**config.mk**
```make
export PLATFORM = sky130hd
export DESIGN_NAME = ps2_host_tx
export DESIGN_NICKNAME = d
export VERILOG_FILES = /design/src/rtl/ps2_host_tx.sv
export SDC_FILE = /design/constraint.sdc
export NUM_CORES = 1
export LEC_CHECK = 0
export CORE_UTILIZATION = 64
export DETAILED_ROUTE_END_ITERATION = 16
export PLACE_DENSITY = 0.85
export SLEW_MARGIN = 10
export SYNTH_ARGS = -nofsm -noshare
export SYNTH_HDL_FRONTEND = slang
export SYNTH_SLANG_ARGS = --single-unit
export TNS_END_PERCENT = 30
```
**constraint.sdc**
```tcl
create_clock -name clk_sys -period 4.05 [get_ports clk_sys]
set_input_delay 0.81 -clock clk_sys [delete_from_list [all_inputs] [get_ports clk_sys]]
set_output_delay 0.81 -clock clk_sys [all_outputs]
set_load 0.02 [all_outputs]
```
**src/rtl/ps2_host_tx.sv**
```systemverilog
`default_nettype none
// +------------------------------------------------------------------------+
// | ps2_host_tx : PS/2 host-to-device command transmitter (RTS, frame, ACK,|
// | timeout). Optional macro PS2_TX_RETRY_EN: one retry on NACK/timeout.   |
// | Revision    : 1.0                                                      |
// +------------------------------------------------------------------------+
module ps2_host_tx #(
   parameter int INHIBIT_CYCLES = 5000,
   parameter int TIMEOUT_CYCLES = 750000,
   parameter int FILTER_LEN     = 8
) (
   input  logic       clk_sys,
   input  logic       clrn,
   input  logic [7:0] tx_data,
   input  logic       tx_valid,
   output logic       tx_ready,
   input  logic       ps2_clk_in,
   input  logic       ps2_data_in,
   output logic       ps2_clk_oe,
   output logic       ps2_data_oe,
   output logic       busy,
   output logic       done,
   output logic       ack_ok,
   output logic       err_timeout
);

   localparam int IW = (INHIBIT_CYCLES > 1) ? $clog2(INHIBIT_CYCLES) : 1;
   localparam int TW = (TIMEOUT_CYCLES > 1) ? $clog2(TIMEOUT_CYCLES) : 1;
   localparam int FW = (FILTER_LEN > 1) ? $clog2(FILTER_LEN) : 1;
   localparam logic [IW-1:0] INH_LAST = IW'(INHIBIT_CYCLES - 1);
   localparam logic [TW-1:0] TO_LAST  = TW'(TIMEOUT_CYCLES - 1);
   localparam logic [FW-1:0] FLT_LAST = FW'(FILTER_LEN - 1);

   typedef enum logic [2:0] {
      S_IDLE      = 3'd0,
      S_INHIBIT   = 3'd1,
      S_REQ       = 3'd2,
      S_SHIFT     = 3'd3,
      S_WAIT_IDLE = 3'd4,
      S_DONE      = 3'd5
   } state_t;

   // Index 0 carries ps2_clk, index 1 carries ps2_data.
   logic [1:0]    meta_q, sync_q, filt_q;
   logic [FW-1:0] fcnt_q [2];
   logic          fall_q;

   always_ff @(posedge clk_sys or negedge clrn) begin
      if (!clrn) begin
         meta_q    <= 2'b11;
         sync_q    <= 2'b11;
         filt_q    <= 2'b11;
         fcnt_q[0] <= '0;
         fcnt_q[1] <= '0;
         fall_q    <= 1'b0;
      end else begin
         meta_q <= {ps2_data_in, ps2_clk_in};
         sync_q <= meta_q;
         fall_q <= filt_q[0] & ~sync_q[0] & (fcnt_q[0] == FLT_LAST);
         for (int i = 0; i < 2; i++) begin
            if (sync_q[i] == filt_q[i]) begin
               fcnt_q[i] <= '0;
            end else if (fcnt_q[i] == FLT_LAST) begin
               filt_q[i] <= sync_q[i];
               fcnt_q[i] <= '0;
            end else begin
               fcnt_q[i] <= fcnt_q[i] + 1'b1;
            end
         end
      end
   end

   state_t        state_q, state_d;
   logic [7:0]    data_q, data_d;
   logic          parity_q, parity_d;
   logic [3:0]    bit_q, bit_d;
   logic [IW-1:0] inh_q, inh_d;
   logic [TW-1:0] to_q, to_d;
   logic          clk_oe_q, clk_oe_d;
   logic          data_oe_q, data_oe_d;
   logic          ack_q, ack_d;
   logic          tmo_q, tmo_d;
   logic          start_retry;
   logic          w_can_retry;

`ifdef PS2_TX_RETRY_EN
   logic retry_q, retry_d;
   assign w_can_retry = ~retry_q;

   always_ff @(posedge clk_sys or negedge clrn) begin
      if (!clrn) retry_q <= 1'b0;
      else       retry_q <= retry_d;
   end
`else
   assign w_can_retry = 1'b0;
`endif

   always_ff @(posedge clk_sys or negedge clrn) begin
      if (!clrn) begin
         state_q   <= S_IDLE;
         data_q    <= '0;
         parity_q  <= 1'b0;
         bit_q     <= '0;
         inh_q     <= '0;
         to_q      <= '0;
         clk_oe_q  <= 1'b0;
         data_oe_q <= 1'b0;
         ack_q     <= 1'b0;
         tmo_q     <= 1'b0;
      end else begin
         state_q   <= state_d;
         data_q    <= data_d;
         parity_q  <= parity_d;
         bit_q     <= bit_d;
         inh_q     <= inh_d;
         to_q      <= to_d;
         clk_oe_q  <= clk_oe_d;
         data_oe_q <= data_oe_d;
         ack_q     <= ack_d;
         tmo_q     <= tmo_d;
      end
   end

   always_comb begin
      state_d     = state_q;
      data_d      = data_q;
      parity_d    = parity_q;
      bit_d       = bit_q;
      inh_d       = inh_q;
      to_d        = to_q;
      data_oe_d   = data_oe_q;
      ack_d       = ack_q;
      tmo_d       = tmo_q;
      start_retry = 1'b0;
`ifdef PS2_TX_RETRY_EN
      retry_d     = retry_q;
`endif

      case (state_q)
         S_IDLE: begin
            if (tx_valid) begin
               data_d   = tx_data;
               parity_d = ~^tx_data;
               ack_d    = 1'b0;
               tmo_d    = 1'b0;
               inh_d    = '0;
               state_d  = S_INHIBIT;
`ifdef PS2_TX_RETRY_EN
               retry_d  = 1'b0;
`endif
            end
         end
         S_INHIBIT: begin
            inh_d = inh_q + 1'b1;
            if (inh_q == INH_LAST) begin
               to_d    = '0;
               state_d = S_REQ;
            end
         end
         S_REQ: begin
            bit_d   = '0;
            state_d = S_SHIFT;
         end
         S_SHIFT: begin
            if (fall_q) begin
               bit_d = bit_q + 1'b1;
               if (bit_q < 4'd8) begin
                  data_oe_d = ~data_q[bit_q[2:0]];
               end else if (bit_q == 4'd8) begin
                  data_oe_d = ~parity_q;
               end else if (bit_q == 4'd9) begin
                  data_oe_d = 1'b0;
               end else begin
                  ack_d = ~sync_q[1];
                  if (sync_q[1] && w_can_retry) start_retry = 1'b1;
                  else                          state_d     = S_WAIT_IDLE;
               end
            end
         end
         S_WAIT_IDLE: begin
            if (filt_q[0] && filt_q[1]) begin
               data_oe_d = 1'b0;
               state_d   = S_DONE;
            end
         end
         S_DONE: begin
            state_d = S_IDLE;
         end
         default: begin
            data_oe_d = 1'b0;
            state_d   = S_IDLE;
         end
      endcase

      // Timeout overrides whatever the edge logic decided this cycle.
      if (state_q inside {S_REQ, S_SHIFT, S_WAIT_IDLE}) begin
         if (to_q == TO_LAST) begin
            data_oe_d = 1'b0;
            ack_d     = 1'b0;
            if (w_can_retry) begin
               start_retry = 1'b1;
            end else begin
               tmo_d   = 1'b1;
               state_d = S_DONE;
            end
         end else begin
            to_d = to_q + 1'b1;
         end
      end

      if (start_retry) begin
         state_d = S_INHIBIT;
         inh_d   = '0;
         ack_d   = 1'b0;
         tmo_d   = 1'b0;
`ifdef PS2_TX_RETRY_EN
         retry_d = 1'b1;
`endif
      end

      // Start bit goes out in the final inhibit cycle.
      if (state_d == S_INHIBIT) data_oe_d = (inh_d == INH_LAST);
      clk_oe_d = (state_d == S_INHIBIT);
   end

   assign tx_ready    = (state_q == S_IDLE);
   assign busy        = (state_q != S_IDLE);
   assign done        = (state_q == S_DONE);
   assign ack_ok      = ack_q;
   assign err_timeout = (state_q == S_DONE) & tmo_q;
   assign ps2_clk_oe  = clk_oe_q;
   assign ps2_data_oe = data_oe_q;

endmodule
`default_nettype wire
```
### Yosys cells after proc, flatten, opt, wreduce, memory -nomap -nowiden

Index checks and enable logic that the tools add are counted.

| word-level totals | value |
|---|---|
| register bits | 66 |
| bits in latches | 0 |
| memory bits (writable) | 0 |
| memory bits (read-only) | 0 |
| bits of input ports | 13 |
| output and inout bits | 7 |
| logic and storage cells | 105 |
| memories kept | 0 |

| cells by class | value |
|---|---|
| add/sub/neg operators | 5 |
| multipliers | 0 |
| div/mod/pow operators | 0 |
| order comparisons | 2 |
| eq/ne operators | 16 |
| shift-type cells | 0 |
| mux-type cells | 45 |
| bitwise operators | 9 |
| reductions and logical operators | 11 |

Operator list:

| cell | number |
|---|---|
| 2-to-1 mux 20 bit | 4 |
| 2-to-1 mux 3 bit | 13 |
| equality test 13 bit, second input constant | 2 |
| case mux 13 bit (2 select lines) | 1 |
| adder 20 x 1 -> 20 bit, second input constant | 1 |
| equality test 20 bit, second input constant | 1 |
| 2-to-1 mux 1 bit | 20 |
| case mux 3 bit (5 select lines) | 1 |
| adder 13 x 1 -> 13 bit, second input constant | 1 |
| 2-to-1 mux 13 bit | 1 |
| equality test 3 bit, second input constant | 4 |
| equality test 4 bit, second input constant | 2 |
| case mux 4 bit (2 select lines) | 1 |
| AND reduction 2 bit | 4 |
| XNOR reduction 8 bit | 1 |
| adder 3 x 1 -> 3 bit, second input constant | 2 |
| equality test 3 x 1 -> 1 bit, second input constant | 2 |
| equality test 3 x 2 -> 1 bit, second input constant | 2 |
| inverter 1 bit | 6 |
| nonzero test 3 bit | 2 |
| adder 4 x 1 -> 4 bit, second input constant | 1 |
| less-than comparator 3 x 4 -> 1 bit, second input constant | 1 |
| less-than comparator 4 bit, second input constant | 1 |
| 2-to-1 mux 4 bit | 1 |
| 10 further kinds | 13 |

### Logic depth before layout (Yosys ltp)

| logic depth | value |
|---|---|
| word-level depth | 10 |
| depth in mapped cells | 8 |
| mapped depth without buffers | 8 |

### Worst setup path after synthesis

OpenSTA, ideal clock, no wires.

| timing | value |
|---|---|
| path type | register -> output |
| start point | register state_q[0] |
| end point | output port err_timeout |
| arrival | 1272 ps |
| data required time | 3240 ps |
| path slack | 1968 ps |
| stages on the path, launching flop included | 5 |
| buffers on the path | 2 |
| cells stage by stage | dfrtp_1 -> buf_4 -> clkbuf_1 -> and3b_1 -> and2_1 |

| on the way | value |
|---|---|
| cells in the longest elaborated chain, start to end | 2 |

Ends and longest elaborated chain:

| what | RTL line | text |
|---|---|---|
| start: declaration | 73 | `state_t state_q, state_d;` |
| start signal: assignment | 111 | `state_q <= state_d;` |
| equality test 3 bit | -- |  |
| net done | 22 | `output logic done,` |
| AND 1 bit | 230 | `assign err_timeout = (state_q == S_DONE) & tmo_q;` |
| end: declaration | 24 | `output logic err_timeout` |

The timed path passes the listed nets, and every way through them passes these cells.

### Worst setup path in the final report

| timing | value |
|---|---|
| start point | register state_q[0] |
| end point | output port tx_ready |

| on the way | value |
|---|---|
| cells in the longest elaborated chain, start to end | 1 |

Ends and longest elaborated chain:

| what | RTL line | text |
|---|---|---|
| zero test 3 bit | 226 | `assign tx_ready = (state_q == S_IDLE);` |
| end: declaration | 16 | `output logic tx_ready,` |

No other way between the ends.

==> out/summary.txt <==
Antenna diodes: 0
WL/cell: 16.0 um
final setup fails: 0
number of global-route vias before repair: 2505
Post-Route WL: 6840 um
period utilization: 71.5%
R2R Setup Slk: 1370 ps
Data arrival, critical path: 2090 ps
routability cong.: 0.890
Final Max Slew Viols: 0
initial antenna violation count: 0
clk slew on worst S/H paths: 70 ps
top_reg_cell synth: dfrtp_1
Worst Min Path Start: meta_q[1]
Startpoint Class: register
Worst Tran Pin Value: 980 ps
most common cell in the netlist: dfrtp_1
Num CTS Buffers: 9
DRC viols: 0
final core occ: 75.3%
worst skew pair latency: 340 ps
Setup CP Type: reg2out
Hold Path End: sync_q[1]
Tmin final: 2900 ps
crit path cell chain: or3_1, inv_1, clkdlybuf4s50_1
cell taking the most area after synthesis: dfrtp_1
commonest cells in the netlist: dfrtp_1, nand2_1, o21ai_0
register bit count reported by yosys: 66
Die W: 75.7 um
DRC violation total after the first TritonRoute iteration: 150
DP HPWL: 4760 um
Pre-Repair DR Iteration Count: 6
DIE AREA: 5730 um2
total core area: 5170 um2
CTS H-tree depth: 3
synth top area cells: dfrtp_1, dfstp_2, mux2i_1
pwr/cell area: 365 nW/um2
GR Util All Layers: 27.1%
unrepaired setup endpoints after global routing: no
# Post-CTS Setup Buffers: 0
Clock Skews: 8.22 ps
# port buffers: 19
Peak supply drop: 0.000326 V
DR vias: 2590
# IOs: 20
library cells used by synthesis: 57
Avg Cell Area, Syn: 10.3 um2
worst-case reg-to-reg path depth: 6
r2r startpoint: state_q[0]
Final Instance Count excl. Fillers: 428
# resized after CTS: 0
outcome: completed
crit end category: output pin
Crit path max-delay family: buffers and inverters
final-report hold violation count: 0
FMAX: 345 MHz
global-route wire length before repair: 11300 um
vias per cell: 6.05
Reg-to-Reg End: to_q[18]
hold path cells: 0
relative slew slack: 34.3%
CTS tree: done
Placement Rows: 26
maximum number of pins on one net before global-route repair: 38
setup TNS: 0 ps
Buf/Inv on CP: 2
Hold Buf Count CTS: 0
# clock sinks: 66
CTS Root Buffer Type: clkbuf_8
Synthesized Nets: 359
max incr delay on CP: 610 ps
hold crit path type: reg2reg
clk buf depth: 2
Die Ht: 75.7 um
Post-synth ARST share: 100%
Area Growth Syn to Fin: 11.9%
EDFF count, synth: 0
Leakage: 1.72 nW
Ys Warns: 0
Nets: 376
synthesized cell area: 3480 um2
Mapped Cells: 336
share of layout cells above drive strength 1: 12.0%
global route overflow: 0
initial core utilization: 67.2%
Max Cap Violations: 0
cell count after placement: 412
area share of the largest cell type after synthesis: 43.2%
slowest stage cell, crit path: clkdlybuf4s50_1
maximum fanout along the worst path: 19
DRT antenna net count: 0
Req. time, crit path: 3240 ps
Seq/Total Area, Yosys: 47.7%
cells by family after synthesis:
kind of cell / Yosys count / share of synthesized area (%)
AOI/OAI and AO/OA: 60 / 10.9
xor gates and xnor gates: 13 / 3.27
adders and majority gates: 10 / 3.60
buffers and inverters: 22 / 3.38
DFF: 66 / 47.7
muxes: 26 / 8.53
and+or+nand+nor: 139 / 22.6
per-stage QoR:
| stage | cell area [um2] | hold WS (ps) | setup WS [ps] | total power, mW |
|---|---|---|---|---|
| 3_5_place_dp | 3670 | 347 | 1380 | 0.812 |
| 4_1_cts | 3890 | 358 | 1140 | 1.43 |
| 5_1_grt | 3890 | 359 | 1050 | 1.47 |
| 2_1_floorplan | 3480 | 345 | 1970 | 0.771 |
| 3_3_place_gp | 3670 | 346 | 1460 | 0.807 |
| 6_report | 3890 | 358 | 1150 | 1.42 |
where the power goes:
group	switching, mW	internal (mW)
logic	0.0413	0.0450
clock network	0.241	0.382
registers	0.0162	0.694
total	0.299	1.12
per-layer routing:
metal  share of wire (%)  up-vias  GRT usage [%]
met3                 3.1       12           6.61
met1                  46     1271           34.5
met2                  49       53           45.4
met5                   0        -              0
li1                    -     1254              -
met4                 1.9        0           9.88
flip-flops by register name, indices dropped and copies added, names as in the netlist:
name and cells:
filt_q 2, state_q 3, fcnt_q 6, parity_q 1, ps2_clk_oe 1, ack_ok 1
ps2_data_oe 1, tmo_q 1, inh_q 13, bit_q 4, meta_q 2, to_q 20
fall_q 1, data_q 8, sync_q 2
how the worst max path moves through the flow:
stage,start,to,cells past startpoint
2_1_floorplan,state_q[0],err_timeout,4
4_1_cts,state_q[0],tx_ready,3
3_5_place_dp,tx_valid,ps2_data_oe,6
5_1_grt,state_q[0],tx_ready,3
3_3_place_gp,tx_valid,ps2_data_oe,6
6_report,state_q[0],tx_ready,3
layout make-up:
class	count	area (um2)
multi-input cells	248	1700
inverters	8	30.0
fillers	354	1280
clock inverters	2	60.1
repair buffers	20	193
well taps	70	87.6
flip-flops and latches	66	1660
clock buffers	14	163
cell usage in the layout (no fill, tap or decap), types with 3 or more instances in the layout:
cell type        count
dfrtp_1             60
nand2_1             40
o21ai_0             26
nand3_1             25
clkdlybuf4s50_1     18
mux2i_1             15
nor2_1              13
xnor2_1             12
nand4_1             11
clkbuf_8            11
ha_1                10
mux2_2               9
inv_1                8
a21oi_1              8
and2_1               8
and3_1               7
nor3_1               6
dfstp_2              6
a31oi_1              4
nor3b_1              4
a22o_1               3
nand4b_1             3
clkbuf_1             3
No activity file was read; power rests on OpenSTA's default activity.
